--- src/rtl/seq_multiplier_pkg.sv ---
`default_nettype none
// ============================================================================
// Module      : seq_multiplier_pkg
// Description : Shared definitions for the sequential shift-add multiplier:
//               FSM state encodings and the default operand width.
// Revision    : 1.0  initial release
// ============================================================================
package seq_multiplier_pkg;

    localparam int MUL_WIDTH = 32;

    typedef enum logic [1:0] {
        S_IDLE = 2'd0,
        S_RUN  = 2'd1,
        S_DONE = 2'd2
    } state_t;

endpackage : seq_multiplier_pkg
`default_nettype wire

--- src/rtl/seq_multiplier_if.sv ---
`default_nettype none
// ============================================================================
// Module      : seq_multiplier_if
// Description : Start/done handshake and operand/result bus between the
//               controlling FSM (master) and the multiplier (slave).
// Revision    : 1.0  initial release
// ============================================================================
interface seq_multiplier_if
    import seq_multiplier_pkg::*;
#(
    parameter int WIDTH = MUL_WIDTH
);
    logic                 start;
    logic [WIDTH-1:0]     A;
    logic [WIDTH-1:0]     B;
    logic                 busy;
    logic                 done;
    logic [2*WIDTH-1:0]   Result;

    modport master (
        output start, A, B,
        input  busy, done, Result
    );

    modport slave (
        input  start, A, B,
        output busy, done, Result
    );
endinterface : seq_multiplier_if
`default_nettype wire

--- src/rtl/seq_multiplier.sv ---
`default_nettype none
// ============================================================================
// Module      : seq_multiplier
// Description : Multi-cycle unsigned shift-add multiplier, one multiplier bit
//               per clock, Result = A * B (2*WIDTH bits).
//               Optional macro EARLY_TERM_EN: leave RUN as soon as no set
//               multiplier bits remain.
// Revision    : 1.0  initial release
// ============================================================================
module seq_multiplier
    import seq_multiplier_pkg::*;
#(
    parameter int WIDTH = MUL_WIDTH
) (
    input  wire logic        clk,
    input  wire logic        rst,
    seq_multiplier_if.slave  bus
);

    localparam int              CW      = $clog2(WIDTH);
    localparam logic [CW-1:0]   c_LAST  = CW'(WIDTH - 1);

    state_t                 r_state;
    state_t                 w_next;
    logic [2*WIDTH-1:0]     r_mcand;
    logic [WIDTH-1:0]       r_mplier;
    logic [2*WIDTH-1:0]     r_acc;
    logic [CW-1:0]          r_count;
    logic [2*WIDTH-1:0]     r_result;
    logic [2*WIDTH-1:0]     w_sum;
    logic                   w_accept;
    logic                   w_last;

    // A new request is taken in IDLE or DONE, never while a run is in flight.
    assign w_accept = bus.start && (r_state != S_RUN);

    // Accumulator value after this step's conditional add; the product fits
    // in 2*WIDTH bits so no carry-out is kept.
    assign w_sum = r_acc + (r_mplier[0] ? r_mcand : '0);

`ifdef EARLY_TERM_EN
    // Stop once the remaining multiplier bits after this step are all zero.
    assign w_last = (r_count == c_LAST) || ((r_mplier >> 1) == '0);
`else
    assign w_last = (r_count == c_LAST);
`endif

    // State register.
    always_ff @(posedge clk) begin
        if (rst) begin
            r_state <= S_IDLE;
        end else begin
            r_state <= w_next;
        end
    end

    // Next-state logic.
    always_comb begin
        w_next = r_state;
        case (r_state)
            S_IDLE:  if (bus.start) w_next = S_RUN;
            S_RUN:   if (w_last)    w_next = S_DONE;
            S_DONE:  w_next = bus.start ? S_RUN : S_IDLE;
            default: w_next = S_IDLE;
        endcase
    end

    // Datapath: load operands on accept, then shift-add one bit per cycle;
    // Result is only updated on the final step so it holds across a restart.
    always_ff @(posedge clk) begin
        if (rst) begin
            r_mcand  <= '0;
            r_mplier <= '0;
            r_acc    <= '0;
            r_count  <= '0;
            r_result <= '0;
        end else if (w_accept) begin
            r_mcand  <= {{WIDTH{1'b0}}, bus.A};
            r_mplier <= bus.B;
            r_acc    <= '0;
            r_count  <= '0;
        end else if (r_state == S_RUN) begin
            r_acc    <= w_sum;
            r_mcand  <= r_mcand << 1;
            r_mplier <= r_mplier >> 1;
            r_count  <= r_count + 1'b1;
            if (w_last) begin
                r_result <= w_sum;
            end
        end
    end

    assign bus.busy   = (r_state == S_RUN);
    assign bus.done   = (r_state == S_DONE);
    assign bus.Result = r_result;

endmodule : seq_multiplier
`default_nettype wire

--- src/flat_wrapper.sv ---
// flat-port wrapper written by rule: the top's interface ports become plain ports
module seq_multiplier_flat import seq_multiplier_pkg::*;
#(
    parameter int WIDTH = MUL_WIDTH
)
  (clk, rst, bus_start, bus_A, bus_B, bus_busy, bus_done, bus_Result);
  seq_multiplier_if #(.WIDTH(WIDTH)) bus_i ();
  input  wire logic clk;
  input  wire logic rst;
  input wire logic [$bits(bus_i.start)-1:0] bus_start;
  input wire logic [$bits(bus_i.A)-1:0] bus_A;
  input wire logic [$bits(bus_i.B)-1:0] bus_B;
  output wire logic [$bits(bus_i.busy)-1:0] bus_busy;
  output wire logic [$bits(bus_i.done)-1:0] bus_done;
  output wire logic [$bits(bus_i.Result)-1:0] bus_Result;
  assign bus_i.start = bus_start;
  assign bus_i.A = bus_A;
  assign bus_i.B = bus_B;
  assign bus_busy = bus_i.busy;
  assign bus_done = bus_i.done;
  assign bus_Result = bus_i.Result;
  seq_multiplier #(.WIDTH(WIDTH)) u_core (.clk(clk), .rst(rst), .bus(bus_i));
endmodule
--- config.mk ---
export PLATFORM = sky130hd
export DESIGN_NAME = seq_multiplier_flat
export DESIGN_NICKNAME = d
export VERILOG_FILES = /design/src/rtl/seq_multiplier_pkg.sv /design/src/rtl/seq_multiplier_if.sv /design/src/rtl/seq_multiplier.sv /design/src/flat_wrapper.sv
export SDC_FILE = /design/constraint.sdc
export NUM_CORES = 1
export LEC_CHECK = 0
export ABC_AREA = 1
export BUFFER_PORTS_ARGS = -buffer_cell sky130_fd_sc_hd__buf_2
export CAP_MARGIN = 20
export CORE_MARGIN = 2
export CORE_UTILIZATION = 57
export DETAILED_ROUTE_END_ITERATION = 6
export PLACE_DENSITY = 0.83
export SYNTH_ARGS = -nofsm -noshare
export SYNTH_HDL_FRONTEND = slang
export SYNTH_SLANG_ARGS = --single-unit
--- constraint.sdc ---
create_clock -name clk -period 3 [get_ports clk]
set_clock_uncertainty 0.2 [all_clocks]
set_input_delay 0.3 -clock clk [delete_from_list [all_inputs] [get_ports clk]]
set_output_delay 0.3 -clock clk [all_outputs]
set_load 0.1 [all_outputs]
After elaboration in Yosys (flattened, before gate mapping)
Cells that the tools add are included.
- $add $sub $neg: 2
- equality and inequality tests: 6
- muxes and demuxes: 9
- bitwise logic cells: 1
- reductions and logical operators: 6
- operators with widths (cell ; count):
    two-way mux 32 bit ; 4
    adder 64 bit ; 1
    two-way mux 64 bit ; 1
    one-hot mux 2 bit (3 select lines) ; 1
    adder 5 x 1 -> 5 bit (second input constant) ; 1
    equality test 5 bit (second input constant) ; 1
    two-way mux 2 bit ; 2
    != test 2 x 1 -> 1 bit (second input constant) ; 2
    AND reduction 3 bit ; 1
    equality test 2 x 1 -> 1 bit (second input constant) ; 1
    equality test 2 bit (second input constant) ; 1
    zero test 2 bit ; 1
    != test 2 bit (second input constant) ; 1
    AND reduction 2 bit ; 1
    nonzero test 2 bit ; 1
    OR reduction 2 bit ; 1
    logical AND 1 bit ; 1
    two-way mux 1 bit ; 1
    NOT 1 bit ; 1
- bits in registers: 231
- input port bits: 67
- logic and storage cells: 31

Longest topological paths before layout
Gate-level depths: netlist of run 1.
- word-level depth: 4
- gate-level depth with buffers: 20
- gate-level depth less buffers: 18

Worst setup path before layout of run 1
No wires, ideal clock.
- kind: reg2reg
- from: register u_core.r_mplier[0]
- to: register u_core.r_result[30], in the netlist u_core.bus.Result[30]
- setup time: 132 ps
- arrival time: 2332 ps
- required time: 2668 ps
- setup slack: 335 ps
- cell stages (with the launch flop): 18
- path buffers: 2
- path through: dfxtp_1 -> clkbuf_1 -> clkbuf_1 -> nand2_1 -> inv_1 -> ha_1 -> fa_1 -> nand3_1 -> nand3_2 -> nand2_1 -> nand2_1 -> nand2_1 -> nand2_1 -> nand2_1 -> nand2_2 -> or2_1 -> nand3_1 -> a21oi_1
- word-level cells in the longest chain between the ends: 2
- RTL lines (element ; line ; RTL):
    from (decl) ; seq_multiplier.sv:26 ; logic [WIDTH-1:0] r_mplier;
    from (signal assigned) ; seq_multiplier.sv:79 ; r_mplier <= bus.B;
    from (signal assigned) ; seq_multiplier.sv:85 ; r_mplier <= r_mplier >> 1;
    two-way mux 64 bit ; seq_multiplier.sv:39 ; assign w_sum = r_acc + (r_mplier[0] ? r_mcand : '0);
    adder 64 bit ; seq_multiplier.sv:39 ;
    to (signal assigned) ; seq_multiplier.sv:88 ; r_result <= w_sum;
    to (decl) ; seq_multiplier.sv:29 ; logic [2*WIDTH-1:0] r_result;
Every way passes these cells.
A chain may end at the register's enable or synchronous reset.

Worst setup path after layout of run 1
- from: register u_core.r_mplier[0]
- to: register u_core.r_acc[57]
- word-level cells in the longest chain between the ends: 2
- RTL lines (element ; line ; RTL):
    two-way mux 64 bit ; seq_multiplier.sv:39 ;
    adder 64 bit ; seq_multiplier.sv:39 ;
    to (signal assigned) ; seq_multiplier.sv:83 ; r_acc <= w_sum;
    to (decl) ; seq_multiplier.sv:27 ; logic [2*WIDTH-1:0] r_acc;
Every way passes these cells.

==> results.py, run 1 <==
metrics = {
    "timing": {
        "fin_crit_sh": 0.957,
        "tightest_slew_ns": 1.01,
        "hold_viol_final": 0,
        "finalMaxSlewViolations": 0,
        "clock.fmax_mhz": 348,
        "setup_viol": 0,
        "finalSetupTns_ns": 0,
        "slew-limit-headroom": 0.329,
        "period_needed_ns": 2.87,
    },
    "place": {
        "placed_area_mm2": 0.0169,
        "gp_congestion": 1.05,
        "hpwl_um": 39100,
        "io_buffer_count": 132,
        "dpl.cell_count": 3119,
    },
    "layout": {
        "fin_util": 0.692,
        "final_nets": 3009,
        "layout.cells.non_filler": 3238,
        "drive_gt1_frac": 0.118,
        "fillers": 2324,
        "area_delta_synth_final_pct": 19.2,
        "design_area_mm2": 0.0186,
    },
    "synthesis": {
        "ys_types": 35,
        "async_reset_ff_frac": 0,
        "synth-seq-area-share": 0.296,
        "synthXorXnorAreaFrac": 0.0168,
        "syn_inst": 2675,
        "synthAdderAreaFrac": 0.0533,
        "synth-main-ff-cell": "dfxtp_1",
        "ys_warn_count": 0,
        "synth_top_family_by_area": "simple AND/OR/NAND/NOR gates",
        "synth_compound_area_frac": 0.101,
        "netlist_area_mm2": 0.0156,
        "syn_avg_cell_area_um2": 5.85,
        "synth_enable_flop_cells": 0,
        "synthSimpleGateAreaFrac": 0.360,
        "synth_seq_cells": 231,
        "synthMuxAreaShare": 0,
        "syn_nets": 2808,
    },
    "worst_setup_path": {
        "cp.arrival_ns": 3.13,
        "critPathBufInv": 6,
        "cp-start-kind": "flip-flop",
        "cpLargestDelayFamily": "simple AND/OR/NAND/NOR gates",
        "crit_path_end_kind": "flip-flop",
        "cp_common_cell": "nand2_1",
        "slowest_delay_ns": 0.38,
        "worstPathCellList": "buf_12 > buf_4 > nand2_1 > inv_1 > ha_1 > nand2_2 > nor2_2 > inv_1 > nor3_2 > nand3_1 > nand2_1 > buf_12 > nand2_1 > nand3_1 > nand3_1 > nand2_1 > inv_1",
        "worstSetupPathType": "reg2reg",
        "worstPathRequired_ns": 3.25,
        "cp_slowest_cell": "ha_1",
        "crit_fanout": 24,
    },
    "routing": {
        "viasPerCell": 5.34,
        "drt-wirelength-per-cell_um": 17.3,
        "wl_um": 56100,
        "drt_iter0_drc": 1653,
        "ant_nets": 0,
        "num_vias": 17300,
        "first_pass_iters": 6,
        "drc": 0,
    },
    "floorplanning": {
        "die_w_um": 170,
        "fp.coreArea_mm2": 0.0270,
        "rows": 60,
        "io_pins": 133,
        "die_area_mm2": 0.0288,
        "die_h_um": 170,
        "start_util": 0.581,
    },
    "pwr": {
        "p_sw_w": 0.00211,
        "intPower_w": 0.00554,
        "comb_power_share": 0.125,
        "p_seq_frac": 0.425,
        "power_leakage_nw": 11.0,
        "ir_drop_mv": 0.498,
        "clkPwrFrac": 0.449,
        "total_power_w": 0.00765,
        "powerDensity_mw_per_mm2": 410,
        "netSwitchingFraction": 0.276,
    },
    "clock_tree": {
        "cts-htree-levels": 1,
        "ctsLongestPathBuffers": 3,
        "clkTransAtPathRegs_ns": 0.06,
        "cts_tree": "built",
        "cts_buffers": 26,
        "cts_sinks": 231,
        "cts_root_buffer": "clkbuf_16",
        "worstSkewPairLatency_ns": 0.55,
    },
    "min_path": {
        "min_path_type": "reg2reg",
    },
    "global_route": {
        "grt_pass1_vias": 16100,
        "grt_pass1_wl_um": 87300,
        "grt_max_degree": 94,
        "track_usage": 0.385,
        "gr-total-overflow": 0,
        "antenna_found_initial": 2,
    },
    "run_status": {
        "status": "complete, no violations",
    },
    "flow_run": {
        "maxCapViolations": 0,
    },
}
## stage by stage
stage               worst slack (ns)  hold WS [ns]
floorplan                      0.335         0.241
global route                -0.00594         0.279
global placement              0.0587         0.248
CTS                          0.00820         0.262
finish                         0.129         0.259
detailed placement           0.00802         0.252
## synth_stat cells (8+ instances only)
cell type | count | area share
xor2_1 | 26 | 0.015
nor3_1 | 10 | 0.0032
o21a_1 | 32 | 0.015
clkbuf_1 | 56 | 0.013
o21bai_1 | 8 | 0.0038
o221ai_1 | 55 | 0.031
buf_2 | 25 | 0.0080
inv_1 | 621 | 0.15
ha_1 | 65 | 0.052
nand2_2 | 19 | 0.0076
o211ai_1 | 10 | 0.0048
o21ai_0 | 41 | 0.013
a21oi_1 | 97 | 0.031
dfxtp_1 | 231 | 0.30
nor2_1 | 213 | 0.051
nand3_1 | 137 | 0.044
nand4_1 | 10 | 0.0040
nor2_2 | 19 | 0.0076
nand2_1 | 955 | 0.23
## metal layers
layer  wire length (µm)  GRT usage  share of wire
met2              24100      0.611           0.43
met1              24700      0.545           0.44
met3               5540     0.0569          0.099
met4               1690      0.107          0.030
met5                  0          0              0
## cell usage in the layout, fill, tap and decap left out, types with 3 or more instances in the layout
master	Yosys	routed
nand2_1	955	937
inv_1	621	620
dfxtp_1	231	230
nor2_1	213	207
nand3_1	137	134
buf_2	25	132
a21oi_1	97	92
dlygate4sd3_1	0	68
ha_1	65	62
o221ai_1	55	55
buf_4	0	52
o21ai_0	41	41
nand2_2	19	37
o21a_1	32	32
clkbuf_16	0	26
xor2_1	26	25
nor2_2	19	21
o211ai_1	10	10
nand4_1	10	10
nor3_1	10	9
nor2_4	4	8
nand3_2	4	7
nor3_2	6	7
o21bai_1	8	7
clkbuf_8	0	7
clkinv_2	0	6
buf_12	0	6
inv_2	6	5
a21oi_2	0	5
or2_2	3	3
xnor2_1	4	3
ha_2	0	3
clkinvlp_4	0	3
bufinv_16	0	3
## layout make-up
type                            instances  area [µm²]  area share
Clock buffer                           34         751      0.0403
Multi-Input combinational cell       1731        8460       0.454
Clock inverter                         13         166     0.00892
Sequential cell                       231        4630       0.248
Inverter                              628        2360       0.127
Antenna cell                            2        5.00    0.000268
Tap cell                              341         427      0.0229
Timing Repair Buffer                  258        1850      0.0993
## cell families after synthesis
logic type               count (synthesis)
flip-flops                             231
buffers and inverters                  713
AND/OR/NAND/NOR                       1386
XOR/XNOR                                30
AO/OA/AOI/OAI                          249
adder cells (fa/ha/maj)                 66
## worst paths after layout
path / startpoint / end / slack, ns / cells after the start
hold / removal: u_core.bus.Result[21] / u_core.bus.Result[21] / 0.26 / 2
hold reg to reg: u_core.bus.Result[21] / u_core.bus.Result[21] / 0.26 / 2
setup / recovery: u_core.r_mplier[0] / u_core.r_acc[57] / 0.13 / 17
setup reg to reg: u_core.r_mplier[0] / u_core.r_acc[57] / 0.13 / 17
## repair_timing
| action | in CTS | in global routing |
|---|---|---|
| cloned | 0 | 0 |
| buffers inserted | 0 | 2 |
| endpoints found under the setup margin | 1 | 50 |
| gates resized for setup | 1 | 41 |
| pin swaps | 0 | 2 |
| endpoints found under the hold margin | 67 | 0 |
| hold buffers | 68 | 0 |
## flip-flops by register name, indices dropped and copies added (netlist names)
register and cells:
u_core.r_count 5, u_core.r_mcand 64, u_core.bus.Result 64, u_core.r_mplier 32, u_core.r_acc 64, u_core.r_state 2
## tightest hold or removal path, cell delays in order, from the launching register on
cell     delay, ns
dfxtp_1       0.31
nand2_1       0.06
a21oi_1       0.05
## power by group through the flow
| stage | registers, W | logic [W] | clock network (W) |
|---|---|---|---|
| floorplan | 0.00328 | 0.000576 | 0 |
| global placement | 0.00331 | 0.000794 | 0 |
| detailed placement | 0.00331 | 0.000815 | 0 |
| CTS | 0.00324 | 0.000890 | 0.00344 |
| global route | 0.00326 | 0.00104 | 0.00355 |
| finish | 0.00325 | 0.000959 | 0.00344 |
(Power assumes the default switching activity.)
==> run 2: changes to the inputs <==
CORE_ASPECT_RATIO = 0.9   (was unset)
==> run 2 against run 1 <==
Die area about the same. Register-to-register slack got worse by 0.02 ns. Worst setup slack got worse by 0.017 ns. Global-route usage down 1.2 points. Wire length is 3.5% lower. Clock-buffer cell count increased by 1. Sequential share of layout area increased by 0.17 points. First-iteration DRC count grew 8.3%. Critical endpoint is now u_core.r_acc[47]. Largest cell class unchanged. Largest power group is now sequential cells. Highest routed layer unchanged.
==> results.py, run 2 (synthesis gave the netlist of run 1 again) <==
metrics = {
    "run_status": {
        "status": "complete, no violations",
    },
    "timing": {
        "hold_viol_final": 0,
        "rsz0062_at_grt": "true",
        "finalSetupTns_ns": 0,
        "tightest_slew_ns": 1.11,
        "clock.fmax_mhz": 346,
        "fin_crit_sh": 0.963,
        "slew-limit-headroom": 0.260,
        "finalMaxSlewViolations": 0,
        "period_needed_ns": 2.89,
        "setup_viol": 0,
    },
    "worst_setup_path": {
        "crit_path_end_kind": "flip-flop",
        "reg2reg_slack_ns": 0.11,
        "cp.arrival_ns": 3.12,
        "reg2reg_depth": 15,
        "startpoint": "u_core.r_mplier[0]",
        "crit_fanout": 23,
        "worstPathRequired_ns": 3.23,
        "r2r_start": "u_core.r_mplier[0]",
        "timing.rr.end": "u_core.r_acc[47]",
        "worstSetupPathType": "reg2reg",
        "cp-start-kind": "flip-flop",
    },
    "min_path": {
        "hold_start": "u_core.bus.Result[16]",
        "holdPathEnd": "u_core.bus.Result[16]",
        "min_path_type": "reg2reg",
        "min_path_cells": 2,
    },
    "floorplanning": {
        "die_h_um": 161,
        "die_area_mm2": 0.0288,
        "rows": 57,
        "die_w_um": 179,
        "fp.coreArea_mm2": 0.0270,
        "start_util": 0.579,
        "io_pins": 133,
    },
    "flow_run": {
        "maxCapViolations": 0,
    },
    "clock_tree": {
        "post_cts_buffers": 0,
        "cts_root_buffer": "clkbuf_16",
        "cts_sinks": 231,
        "ctsLongestPathBuffers": 3,
        "clkTransAtPathRegs_ns": 0.06,
        "cts_tree": "built",
        "cts-htree-levels": 1,
        "worstSkewPairLatency_ns": 0.54,
        "cts_buffers": 25,
    },
    "global_route": {
        "track_usage": 0.373,
        "grt_max_degree": 101,
        "grt_pass1_wl_um": 84500,
        "gr-total-overflow": 0,
        "antenna_found_initial": 1,
        "grt_pass1_vias": 15900,
    },
    "pwr": {
        "powerDensity_mw_per_mm2": 392,
        "total_power_w": 0.00727,
        "ir_drop_mv": 0.478,
        "power_leakage_nw": 11.0,
    },
    "layout": {
        "final_common_cell": "nand2_1",
        "final_cell_mix": "950 x nand2_1, 620 x inv_1, 230 x dfxtp_1, 206 x nor2_1, 132 x buf_2",
        "final_nets": 3000,
        "drive_gt1_frac": 0.109,
        "diodes": 0,
        "area_delta_synth_final_pct": 18.4,
    },
    "place": {
        "hpwl_um": 38400,
        "gp_congestion": 1.00,
        "io_buffer_count": 132,
    },
    "routing": {
        "wl_um": 54100,
        "viasPerCell": 5.27,
        "drt-wirelength-per-cell_um": 16.7,
        "first_pass_iters": 6,
        "drt_iter0_drc": 1791,
        "drc": 0,
        "num_vias": 17100,
        "ant_nets": 0,
    },
}
## run 2: critical path: stages, from the launching register on
cell     delay [ns]
dfxtp_4        0.38
buf_8          0.18
nand2_1        0.08
inv_1          0.05
ha_1           0.36
nand2_1        0.17
nor2_2         0.20
inv_1          0.09
nor2_2         0.28
a21oi_1        0.13
nand2_2        0.19
nand2_2        0.12
nand3_1        0.11
nand3_1        0.09
nand2_1        0.09
inv_1          0.04
## run 2: through the flow
| stage | util | instances | setup WS (ns) | hold slack (ns) | cell area [µm²] |
|---|---|---|---|---|---|
| after floorplan | - | 2675 | 0.335 | 0.241 | 15600 |
| after global placement | 0.625 | 3125 | -0.00281 | 0.249 | 16900 |
| after detailed placement | 0.625 | 3125 | -0.0430 | 0.257 | 16900 |
| after CTS | 0.681 | 3238 | 0.0319 | 0.266 | 18400 |
| after global routing | 0.686 | 3238 | -0.00627 | 0.281 | 18500 |
| final | 0.686 | 3238 | 0.111 | 0.263 | 18500 |
## run 2: area by class of cell
type	count	area, µm²
repair buffers	250	1850
flip-flops and latches	231	4630
clock inverters	9	83.8
inverters	628	2360
clock buffers	35	723
well taps	354	443
multi-input cells	1731	8440
fillers	2410	8500
## run 2: how the worst max path moves through the flow
stage | to | slack (ns)
2_1_floorplan | u_core.bus.Result[30] | 0.34
3_3_place_gp | u_core.bus.Result[25] | -0.003
3_5_place_dp | u_core.r_acc[47] | -0.04
4_1_cts | u_core.r_acc[47] | 0.03
5_1_grt | u_core.r_acc[26] | -0.006
6_report | u_core.r_acc[47] | 0.11
## run 2: report_power, final
| group | switching, W | total, W | internal, W |
|---|---|---|---|
| clock network | 0.00131 | 0.00308 | 0.00177 |
| registers | 0.0000705 | 0.00324 | 0.00317 |
| logic | 0.000604 | 0.000948 | 0.000344 |
| total | 0.00199 | 0.00727 | 0.00528 |
## run 2: repair_timing
action                     in CTS  in global routing
resized for setup               3                 30
hold endpoints to repair       66                  0
setup endpoints to repair       8                 73
hold buffers                   69                  0
gates cloned                    0                  0
## run 2: per-layer routing
layer	vias up	track usage	wire, µm
met5	-	0	0
met4	0	0.0894	1320
met3	108	0.0680	5450
met2	866	0.560	22500
met1	7689	0.551	24800
li1	8402	-	-
